### src/rtl/trace_column_gen_if.sv
`default_nettype none
// ============================================================================
// Module      : trace_column_gen_if
// Description : Sample-stream and column-output bundle of trace_column_gen.
//               master = sample source / display side, slave = generator.
//               enable, sample_in, sample_valid : run control and sample stream
//               y_out, shift_enable             : row and shift pulse to bitmap
//               column_count, frame_done        : scrolled-column bookkeeping
// Revision    : 1.0 - initial release
// ============================================================================
interface trace_column_gen_if #(
    parameter int SAMPLE_W = 12
);
    logic                enable;
    logic [SAMPLE_W-1:0] sample_in;
    logic                sample_valid;
    logic [6:0]          y_out;
    logic                shift_enable;
    logic [6:0]          column_count;
    logic                frame_done;

    modport master (
        output enable, sample_in, sample_valid,
        input  y_out, shift_enable, column_count, frame_done
    );

    modport slave (
        input  enable, sample_in, sample_valid,
        output y_out, shift_enable, column_count, frame_done
    );
endinterface
`default_nettype wire

### src/rtl/trace_column_gen.sv
`default_nettype none
// ============================================================================
// Module      : trace_column_gen
// Description : Averages blocks of 2^DECIM_LOG2 unsigned samples, scales the
//               average to a bitmap row (row 0 = top) and emits one
//               shift_enable pulse per block, counting columns modulo 128.
// Ports       : clk  - system clock (rising edge)
//               rst  - asynchronous active-high reset
//               bus  - trace_column_gen_if.slave (sample stream in,
//                      y_out/shift_enable/column_count/frame_done out)
// Revision    : 1.0 - initial release
// ============================================================================
module trace_column_gen #(
    parameter int SAMPLE_W   = 12,
    parameter int DECIM_LOG2 = 4,
    parameter int ROWS       = 120
) (
    input  wire logic            clk,
    input  wire logic            rst,
    trace_column_gen_if.slave    bus
);
    localparam int c_ACC_W  = SAMPLE_W + DECIM_LOG2;
    localparam int c_CNT_W  = (DECIM_LOG2 > 0) ? DECIM_LOG2 : 1;
    localparam int c_PROD_W = SAMPLE_W + 7;

    localparam logic [c_CNT_W-1:0]  c_CNT_LAST = c_CNT_W'((1 << DECIM_LOG2) - 1);
    localparam logic [6:0]          c_ROW_MAX  = 7'(ROWS - 1);
    localparam logic [c_PROD_W-1:0] c_ROWS_W   = c_PROD_W'(ROWS);

    // Stage A: accumulator and sample counter
    logic [c_ACC_W-1:0]  acc_q, acc_d;
    logic [c_CNT_W-1:0]  cnt_q, cnt_d;
    // Stage A -> B: captured block sum
    logic [c_ACC_W-1:0]  sum_q, sum_d;
    logic                sum_vld_q, sum_vld_d;
    // Stage B -> C: block average
    logic [SAMPLE_W-1:0] avg_q, avg_d;
    logic                avg_vld_q, avg_vld_d;
    // Stage C: outputs
    logic [6:0]          y_out_q, y_out_d;
    logic                shift_q, shift_d;
    logic [6:0]          col_q, col_d;
    logic                frame_q, frame_d;

    logic                w_last;
    logic [c_ACC_W-1:0]  w_sum;
    logic [c_PROD_W-1:0] w_prod;
    logic [6:0]          w_scaled;

    assign w_last   = (cnt_q == c_CNT_LAST);
    assign w_sum    = acc_q + c_ACC_W'(bus.sample_in);
    // avg < 2^SAMPLE_W and ROWS <= 128, so the product fits SAMPLE_W+7 bits
    // and the top 7 bits are always <= ROWS-1.
    assign w_prod   = c_PROD_W'(avg_q) * c_ROWS_W;
    assign w_scaled = 7'(w_prod >> SAMPLE_W);

    always_comb begin
        acc_d     = acc_q;
        cnt_d     = cnt_q;
        sum_d     = sum_q;
        sum_vld_d = 1'b0;
        avg_d     = avg_q;
        avg_vld_d = 1'b0;
        y_out_d   = y_out_q;
        shift_d   = 1'b0;
        col_d     = col_q;
        frame_d   = 1'b0;

        if (!bus.enable) begin
            // Flush partial and in-flight blocks; y_out/column_count hold.
            acc_d = '0;
            cnt_d = '0;
        end else begin
            if (bus.sample_valid) begin
                if (w_last) begin
                    sum_d     = w_sum;
                    sum_vld_d = 1'b1;
                    acc_d     = '0;
                    cnt_d     = '0;
                end else begin
                    acc_d = w_sum;
                    cnt_d = cnt_q + c_CNT_W'(1);
                end
            end

            if (sum_vld_q) begin
                avg_d     = SAMPLE_W'(sum_q >> DECIM_LOG2);
                avg_vld_d = 1'b1;
            end

            if (avg_vld_q) begin
                y_out_d = c_ROW_MAX - w_scaled;
                shift_d = 1'b1;
                col_d   = col_q + 7'd1;
                frame_d = (col_q == 7'd127);
            end
        end
    end

    always_ff @(posedge clk or posedge rst) begin
        if (rst) begin
            acc_q     <= '0;
            cnt_q     <= '0;
            sum_q     <= '0;
            sum_vld_q <= 1'b0;
            avg_q     <= '0;
            avg_vld_q <= 1'b0;
            y_out_q   <= c_ROW_MAX;
            shift_q   <= 1'b0;
            col_q     <= 7'd0;
            frame_q   <= 1'b0;
        end else begin
            acc_q     <= acc_d;
            cnt_q     <= cnt_d;
            sum_q     <= sum_d;
            sum_vld_q <= sum_vld_d;
            avg_q     <= avg_d;
            avg_vld_q <= avg_vld_d;
            y_out_q   <= y_out_d;
            shift_q   <= shift_d;
            col_q     <= col_d;
            frame_q   <= frame_d;
        end
    end

    assign bus.y_out        = y_out_q;
    assign bus.shift_enable = shift_q;
    assign bus.column_count = col_q;
    assign bus.frame_done   = frame_q;

endmodule
`default_nettype wire

### src/flat_wrapper.sv
// flat-port wrapper written by rule: the top's interface ports become plain ports
module trace_column_gen_flat 
#(
    parameter int SAMPLE_W   = 12,
    parameter int DECIM_LOG2 = 4,
    parameter int ROWS       = 120
)
  (clk, rst, bus_enable, bus_sample_in, bus_sample_valid, bus_y_out, bus_shift_enable, bus_column_count, bus_frame_done);
  trace_column_gen_if #(.SAMPLE_W(SAMPLE_W)) bus_i ();
  input  wire logic clk;
  input  wire logic rst;
  input wire logic [$bits(bus_i.enable)-1:0] bus_enable;
  input wire logic [$bits(bus_i.sample_in)-1:0] bus_sample_in;
  input wire logic [$bits(bus_i.sample_valid)-1:0] bus_sample_valid;
  output wire logic [$bits(bus_i.y_out)-1:0] bus_y_out;
  output wire logic [$bits(bus_i.shift_enable)-1:0] bus_shift_enable;
  output wire logic [$bits(bus_i.column_count)-1:0] bus_column_count;
  output wire logic [$bits(bus_i.frame_done)-1:0] bus_frame_done;
  assign bus_i.enable = bus_enable;
  assign bus_i.sample_in = bus_sample_in;
  assign bus_i.sample_valid = bus_sample_valid;
  assign bus_y_out = bus_i.y_out;
  assign bus_shift_enable = bus_i.shift_enable;
  assign bus_column_count = bus_i.column_count;
  assign bus_frame_done = bus_i.frame_done;
  trace_column_gen #(.SAMPLE_W(SAMPLE_W), .DECIM_LOG2(DECIM_LOG2), .ROWS(ROWS)) u_core (.clk(clk), .rst(rst), .bus(bus_i));
endmodule
### config.mk
export PLATFORM = sky130hd
export DESIGN_NAME = trace_column_gen_flat
export DESIGN_NICKNAME = d
export VERILOG_FILES = /design/src/rtl/trace_column_gen_if.sv /design/src/rtl/trace_column_gen.sv /design/src/flat_wrapper.sv
export SDC_FILE = /design/constraint.sdc
export NUM_CORES = 1
export LEC_CHECK = 0
export ABC_AREA = 1
export CORE_ASPECT_RATIO = 0.9
export CORE_MARGIN = 1.5
export CORE_UTILIZATION = 65
export CTS_CLUSTER_DIAMETER = 120
export DETAILED_ROUTE_END_ITERATION = 12
export DONT_BUFFER_PORTS = 1
export PLACE_DENSITY_LB_ADDON = 0.2
export SYNTH_ARGS = -nofsm -noshare
export SYNTH_HDL_FRONTEND = slang
export SYNTH_SLANG_ARGS = --single-unit
export TNS_END_PERCENT = 20
### constraint.sdc
create_clock -name clk -period 8.8 [get_ports clk]
set_input_delay 1.76 -clock clk [delete_from_list [all_inputs] [get_ports clk]]
set_output_delay 1.76 -clock clk [all_outputs]
set_load 0.02 [all_outputs]
==> impl_metrics.py, run 1 <==
metrics = {
    "outcome": {
        "status": "completed",
    },
    "sta": {
        "fin_crit_sh_pct": 36.7,
        "worst_slew_pin_slew_ps": 838,
        "finalSetupTns_ps": 0,
        "drv_slew": 0,
        "finClkSkew_ps": 8.17,
        "whs_ps": 492,
        "final-setup-viol-count": 0,
        "finalCriticalPeriod_ps": 3230,
        "finalHoldViolCount": 0,
        "fmax_ghz": 0.309,
        "rsz0062_at_grt": "no",
        "slew_headroom_pct": 44.1,
    },
    "detailed_routing": {
        "drc": 0,
        "drt_wl_total_mm": 8.63,
        "routedWlPerCell_um": 13.4,
        "vias_per_cell": 5.32,
        "dr.pass1.iters": 8,
        "vias": 3419,
        "drt_iter0_markers": 179,
        "ant_nets": 0,
    },
    "power_and_ir_drop": {
        "p_int_uw": 520,
        "power_frac_seq_pct": 39.2,
        "ir_drop_mv": 0.116,
        "p_comb_share_pct": 31.8,
        "p_sw_share_pct": 35.1,
        "clkPwrFrac_pct": 29.0,
        "switchingPower_uw": 281,
        "p_leak_nw": 2.44,
        "finalPower_uw": 801,
        "powerDensity_nw_per_um2": 173,
    },
    "floorplan": {
        "die_area_um2": 7190,
        "start_util_pct": 66.7,
        "die_h_um": 80.6,
        "io-pin-count": 32,
        "die_x_um": 89.2,
        "rows": 28,
        "core_um2": 6520,
    },
    "clock_network": {
        "root_buffer": "clkbuf_8",
        "numClockSinks": 62,
        "cts_buffers": 9,
        "clock_path_buffers": 2,
        "cts_tree": "built",
        "clk_latency_ps": 330,
        "post_cts_buffers": 0,
        "cts_hold_buf": 0,
        "cts.repair.resized": 0,
        "clk_pin_slew_ps": 70,
        "h-tree-depth": 3,
    },
    "grt": {
        "overflow": 0,
        "grt_max_degree": 63,
        "antenna_found_initial": 0,
        "grt.total_usage_pct": 27.0,
        "grt_pass1_vias": 3427,
        "grt_pass1_wl_mm": 14.7,
    },
    "synthesis": {
        "syn_area_um2": 4350,
        "synth_edf_count": 0,
        "synth_top_cell_by_area": "dfrtp_1",
        "synth_cell_types": 36,
        "synth-async-reset-ratio_pct": 100,
        "ys_warn_count": 0,
        "syn_nets": 612,
        "synthTopCellsByArea": "dfrtp_1 (32%), nand2_1 (13%), ha_1 (9.8%)",
        "ys_seq_area_share_pct": 35.8,
        "synth-seq-cells": 62,
        "ys.flop_type": "dfrtp_1",
        "syn-instance-count": 541,
        "yosysTopAreaCellShare_pct": 32.2,
        "synth.avg_cell_area_um2": 8.04,
    },
    "worst_setup_path": {
        "critPathMaxStageDelay_ps": 510,
        "cp_top_family": "adder cells",
        "worstSetupPathType": "reg2reg",
        "crit_path_frequent_cell": "inv_1",
        "required_ps": 9060,
        "worstPathCellList": "inv_1 > fa_1 > fa_1 > inv_1 > ha_1 > nand2_1 > inv_1 > a21oi_1 > nand3_1 > nand2_1 > nand2_2 > ha_1 > nand3b_1 > a31oi_1",
        "worstPathArrival_ps": 3490,
        "cp-end-kind": "register",
        "crit_fanout": 4,
        "cpMaxStageDelayCell": "fa_1",
        "worstSetupStartpointType": "register",
        "worst-path-buf-inv": 3,
    },
    "min_path": {
        "hold_path_class": "reg2reg",
    },
    "finish": {
        "mostFrequentLayoutCell": "nand2_1",
        "layout_common_cells": "nand2_1 (155), inv_1 (87), dfrtp_1 (56)",
        "synthToLayoutAreaGrowth_pct": 6.62,
        "final-seq-area_um2": 1560,
        "multi_input_area_um2": 2430,
        "fin_nets": 619,
        "drive_above_1_share_pct": 6.87,
        "num_antenna_cells": 0,
        "fill_cells": 545,
    },
    "placement": {
        "place_congestion": 0.882,
        "dpl.hpwl_mm": 6.75,
        "io_buffers": 0,
    },
    "job": {
        "maxCapViolations": 0,
    },
}
[final cells by class]
type / count / area share, %
Multi-Input combinational cell: 383 / 52.3
Sequential cell: 62 / 33.6
Inverter: 90 / 7.29
Clock buffer: 13 / 3.64
Tap cell: 90 / 2.43
Clock inverter: 3 / 0.378
Timing Repair Buffer: 2 / 0.324
[per-stage QoR]
step                      std cells  util, %  setup WS, ps  instance area [um2]
after global placement          627     68.3          5510                 4450
after CTS                       643     71.2          5540                 4640
after global routing            643     71.2          5330                 4640
after floorplan                 541        -          5510                 4350
final                           643     71.2          5570                 4640
after detailed placement        627     68.3          5470                 4450
[power groups by stage]
stage	clock (mW)	sequential [mW]	combinational, mW
after global routing	0.250	0.316	0.298
final	0.232	0.314	0.255
after floorplan	0	0.316	0.206
after detailed placement	0	0.319	0.256
after CTS	0.236	0.314	0.257
after global placement	0	0.318	0.249
[flip-flops by register name, summed over array words and instances (netlist names), 4 cells and up]
name / count
u_core.sum_q: 12
u_core.bus.column_count: 7
u_core.avg_q: 12
u_core.cnt_q: 4
u_core.acc_q: 16
u_core.bus.y_out: 7
[logic make-up (layout without fill, tap and decap cells)]
logic type	count (synthesis)	in the layout	share of synthesized area, %
fa+ha+maj	55	55	19.4
buf+inv	96	108	8.37
flops	62	62	35.8
xor+xnor	13	13	2.62
simple gates	243	243	23.6
compound gates	72	72	10.1
[Yosys cell counts (3+ instances only)]
cell type and count:
a22o_1 5, o21ai_1 4, a21oi_2 3, clkbuf_1 3, xnor2_1 7, dfstp_2 6, ha_1 34, buf_2 3
nor2_1 25, dfrtp_1 56, nand2_2 4, fa_1 21, a21oi_1 15, nand4_1 4, inv_1 88, o21ai_0 32
nand2_1 155, a31oi_1 5, nand3_1 42, nand3b_1 4, xor2_1 6
[final timing paths]
| kind | depth (start not counted) | to | slack (ps) | startpoint |
|---|---|---|---|---|
| setup / recovery | 14 | u_core.bus.y_out[5] | 5570 | u_core.avg_q[10] |
| hold / removal | 2 | u_core.avg_q[4] | 490 | u_core.avg_q[4] |
| setup reg to reg | 14 | u_core.bus.y_out[5] | 5570 | u_core.avg_q[10] |
| hold reg to reg | 2 | u_core.avg_q[4] | 490 | u_core.avg_q[4] |
| max in group asynchronous | 2 | u_core.avg_q[5] | 6770 | rst |
| min in group asynchronous | 2 | u_core.bus.shift_enable | 1540 | rst |
[worst reg2reg max path, stage by stage, from the launching register on]
cell      delay, ps
dfrtp_1         430
inv_1           200
fa_1            480
fa_1            510
inv_1            40
ha_1            350
nand2_1         110
inv_1            60
a21oi_1         190
nand3_1         100
nand2_1         100
nand2_2          70
ha_1            210
nand3b_1        150
a31oi_1         160
[routing by layer]
layer / part of all wire, % / GRT usage, % / vias to the layer above
met1: 45 / 33.1 / 1608
li1: - / - / 1742
met5: 0 / 0 / -
met4: 1.2 / 7.54 / 0
met3: 4.2 / 7.40 / 12
met2: 49 / 46.5 / 57
Power figures use the tool's default switching activity.
==> run 2: changes to the inputs <==
--- a/config.mk
+++ b/config.mk
@@ -8,7 +8,7 @@
 export ABC_AREA = 1
 export CORE_ASPECT_RATIO = 0.9
 export CORE_MARGIN = 1.5
-export CORE_UTILIZATION = 65
+export CORE_UTILIZATION = 58
 export CTS_CLUSTER_DIAMETER = 120
 export DETAILED_ROUTE_END_ITERATION = 12
 export DONT_BUFFER_PORTS = 1
==> constraint.sdc (replaced) <==
create_clock -name clk -period 2.71 [get_ports clk]
set_input_delay 0.542 -clock clk [delete_from_list [all_inputs] [get_ports clk]]
set_output_delay 0.542 -clock clk [all_outputs]
set_load 0.02 [all_outputs]
==> impl_metrics.py, run 2 (synthesized netlist as in run 1, its figures left out) <==
metrics = {
    "grt": {
        "grt_pass1_wl_mm": 16.2,
        "overflow": 0,
        "grt.total_usage_pct": 25.9,
        "grt_max_degree": 28,
        "grt_pass1_vias": 3671,
        "antenna_found_initial": 0,
    },
    "detailed_routing": {
        "vias": 3608,
        "wl_met1_mm": 4.13,
        "vias_per_cell": 5.30,
        "routed.top_layer": "met4",
        "drt_iter0_markers": 160,
        "routedWlPerCell_um": 13.8,
        "dr.pass1.iters": 4,
        "ant_nets": 0,
        "wl_met3_um": 429,
        "drc": 0,
        "drt_wl_total_mm": 9.40,
        "met2_length_mm": 4.62,
    },
    "finish": {
        "mostFrequentLayoutCell": "nand2_1",
        "stdcell_area_um2": 5060,
        "largestRegisters": "u_core.acc_q (16), u_core.avg_q (12), u_core.sum_q (12)",
        "drive_above_1_share_pct": 18.5,
        "synthToLayoutAreaGrowth_pct": 16.3,
        "num_antenna_cells": 0,
        "fin_util_pct": 70.7,
        "largest_reg_flops": 16,
        "final_cells": 681,
        "layout_common_cells": "nand2_1 (152), inv_1 (72), dfrtp_1 (56)",
        "fin_nets": 654,
        "registers.top_by_ff_count": "u_core.acc_q",
    },
    "placement": {
        "dpl.hpwl_mm": 7.17,
        "dp_slack_ps": -193,
        "dpl_cell_area_um2": 4780,
        "io_buffers": 0,
        "place_congestion": 0.882,
        "dp.cells": 658,
    },
    "sta": {
        "finalHoldViolCount": 0,
        "drv_slew": 0,
        "final-setup-viol-count": 4,
        "whs_ps": 132,
        "finClkSkew_ps": 9.35,
        "finalSetupTns_ps": -432,
        "fin_ws_ps": -183,
        "worst_slew_pin_slew_ps": 833,
        "slew_headroom_pct": 44.4,
        "fmax_ghz": 0.346,
        "fin_crit_sh_pct": 107,
        "rsz0062_at_grt": "yes",
        "finalCriticalPeriod_ps": 2890,
    },
    "floorplan": {
        "die_area_um2": 8030,
        "rows": 29,
        "start_util_pct": 60.8,
        "io-pin-count": 32,
        "die_h_um": 85.2,
        "core_um2": 7150,
        "die_x_um": 94.3,
    },
    "worst_setup_path": {
        "ff2ff_setup_slack_ps": -180,
        "worstSetupStartpointType": "register",
        "cp-end-kind": "register",
        "crit_start": "u_core.avg_q[3]",
        "crit_fanout": 4,
        "worstSetupPathType": "reg2reg",
        "required_ps": 2980,
        "r2r-start": "u_core.avg_q[3]",
        "worstPathArrival_ps": 3160,
    },
    "outcome": {
        "violations": "negative setup slack",
        "status": "finished with violations",
    },
    "clock_network": {
        "clk_latency_ps": 350,
        "cts_buffers": 9,
        "cts_tree": "built",
        "clock_path_buffers": 2,
        "root_buffer": "clkbuf_8",
        "clk_pin_slew_ps": 70,
        "h-tree-depth": 3,
        "numClockSinks": 62,
    },
    "job": {
        "maxCapViolations": 0,
    },
    "power_and_ir_drop": {
        "ir_drop_mv": 0.355,
        "p_leak_nw": 2.61,
        "finalPower_mw": 2.89,
        "powerDensity_nw_per_um2": 571,
    },
    "min_path": {
        "hold_path_class": "in2async",
    },
}
## run 2: path summary, 6_finish.rpt
kind                                                   end  cells past startpoint
max in group asynchronous            u_core.bus.frame_done                      2
worst min register to register            u_core.sum_q[15]                      2
worst min-delay path            u_core.bus.column_count[2]                      1
worst max register to register         u_core.bus.y_out[5]                     15
min in group clk                           u_core.cnt_q[2]                      2
worst max-delay path                   u_core.bus.y_out[5]                     15
## run 2: critical path: stages (launching register included)
cell and delay [ps]:
dfrtp_1 370, inv_2 80, fa_1 520, fa_1 550
inv_2 50, ha_4 260, nand2_1 50, nand2_1 80
nand2_1 50, nand2_1 50, nand2_1 60, nand4_1 150
nand2_2 70, ha_2 180, nand3b_1 150, a31oi_1 130
## run 2: power by group
part,internal (mW),switching [mW]
Combinational,0.453,0.608
Sequential,0.977,0.0419
Clock,0.423,0.384
Total,1.85,1.03
## run 2: final cells by class
class                      instances  area, um2
multi-input combinational        383       2570
tap                               93        116
timing repair buffer              37        278
inverter                          90        340
fill                             582       2090
clock buffer                      10        128
sequential                        62       1560
clock inverter                     6       62.6
## run 2: timing repair
action | CTS | global route
hold buffers | 0 | 0
pin swaps | 4 | 3
gates resized for setup | 1 | 10
setup endpoints to repair | 4 | 7
buffers inserted | 5 | 2
## run 2: routing by layer
metal  track usage, %  vias to the layer above
li1                 -                     1811
met4             9.09                        0
met5                0                        -
met2             43.6                       59
met1             32.0                     1718
met3             7.26                       20
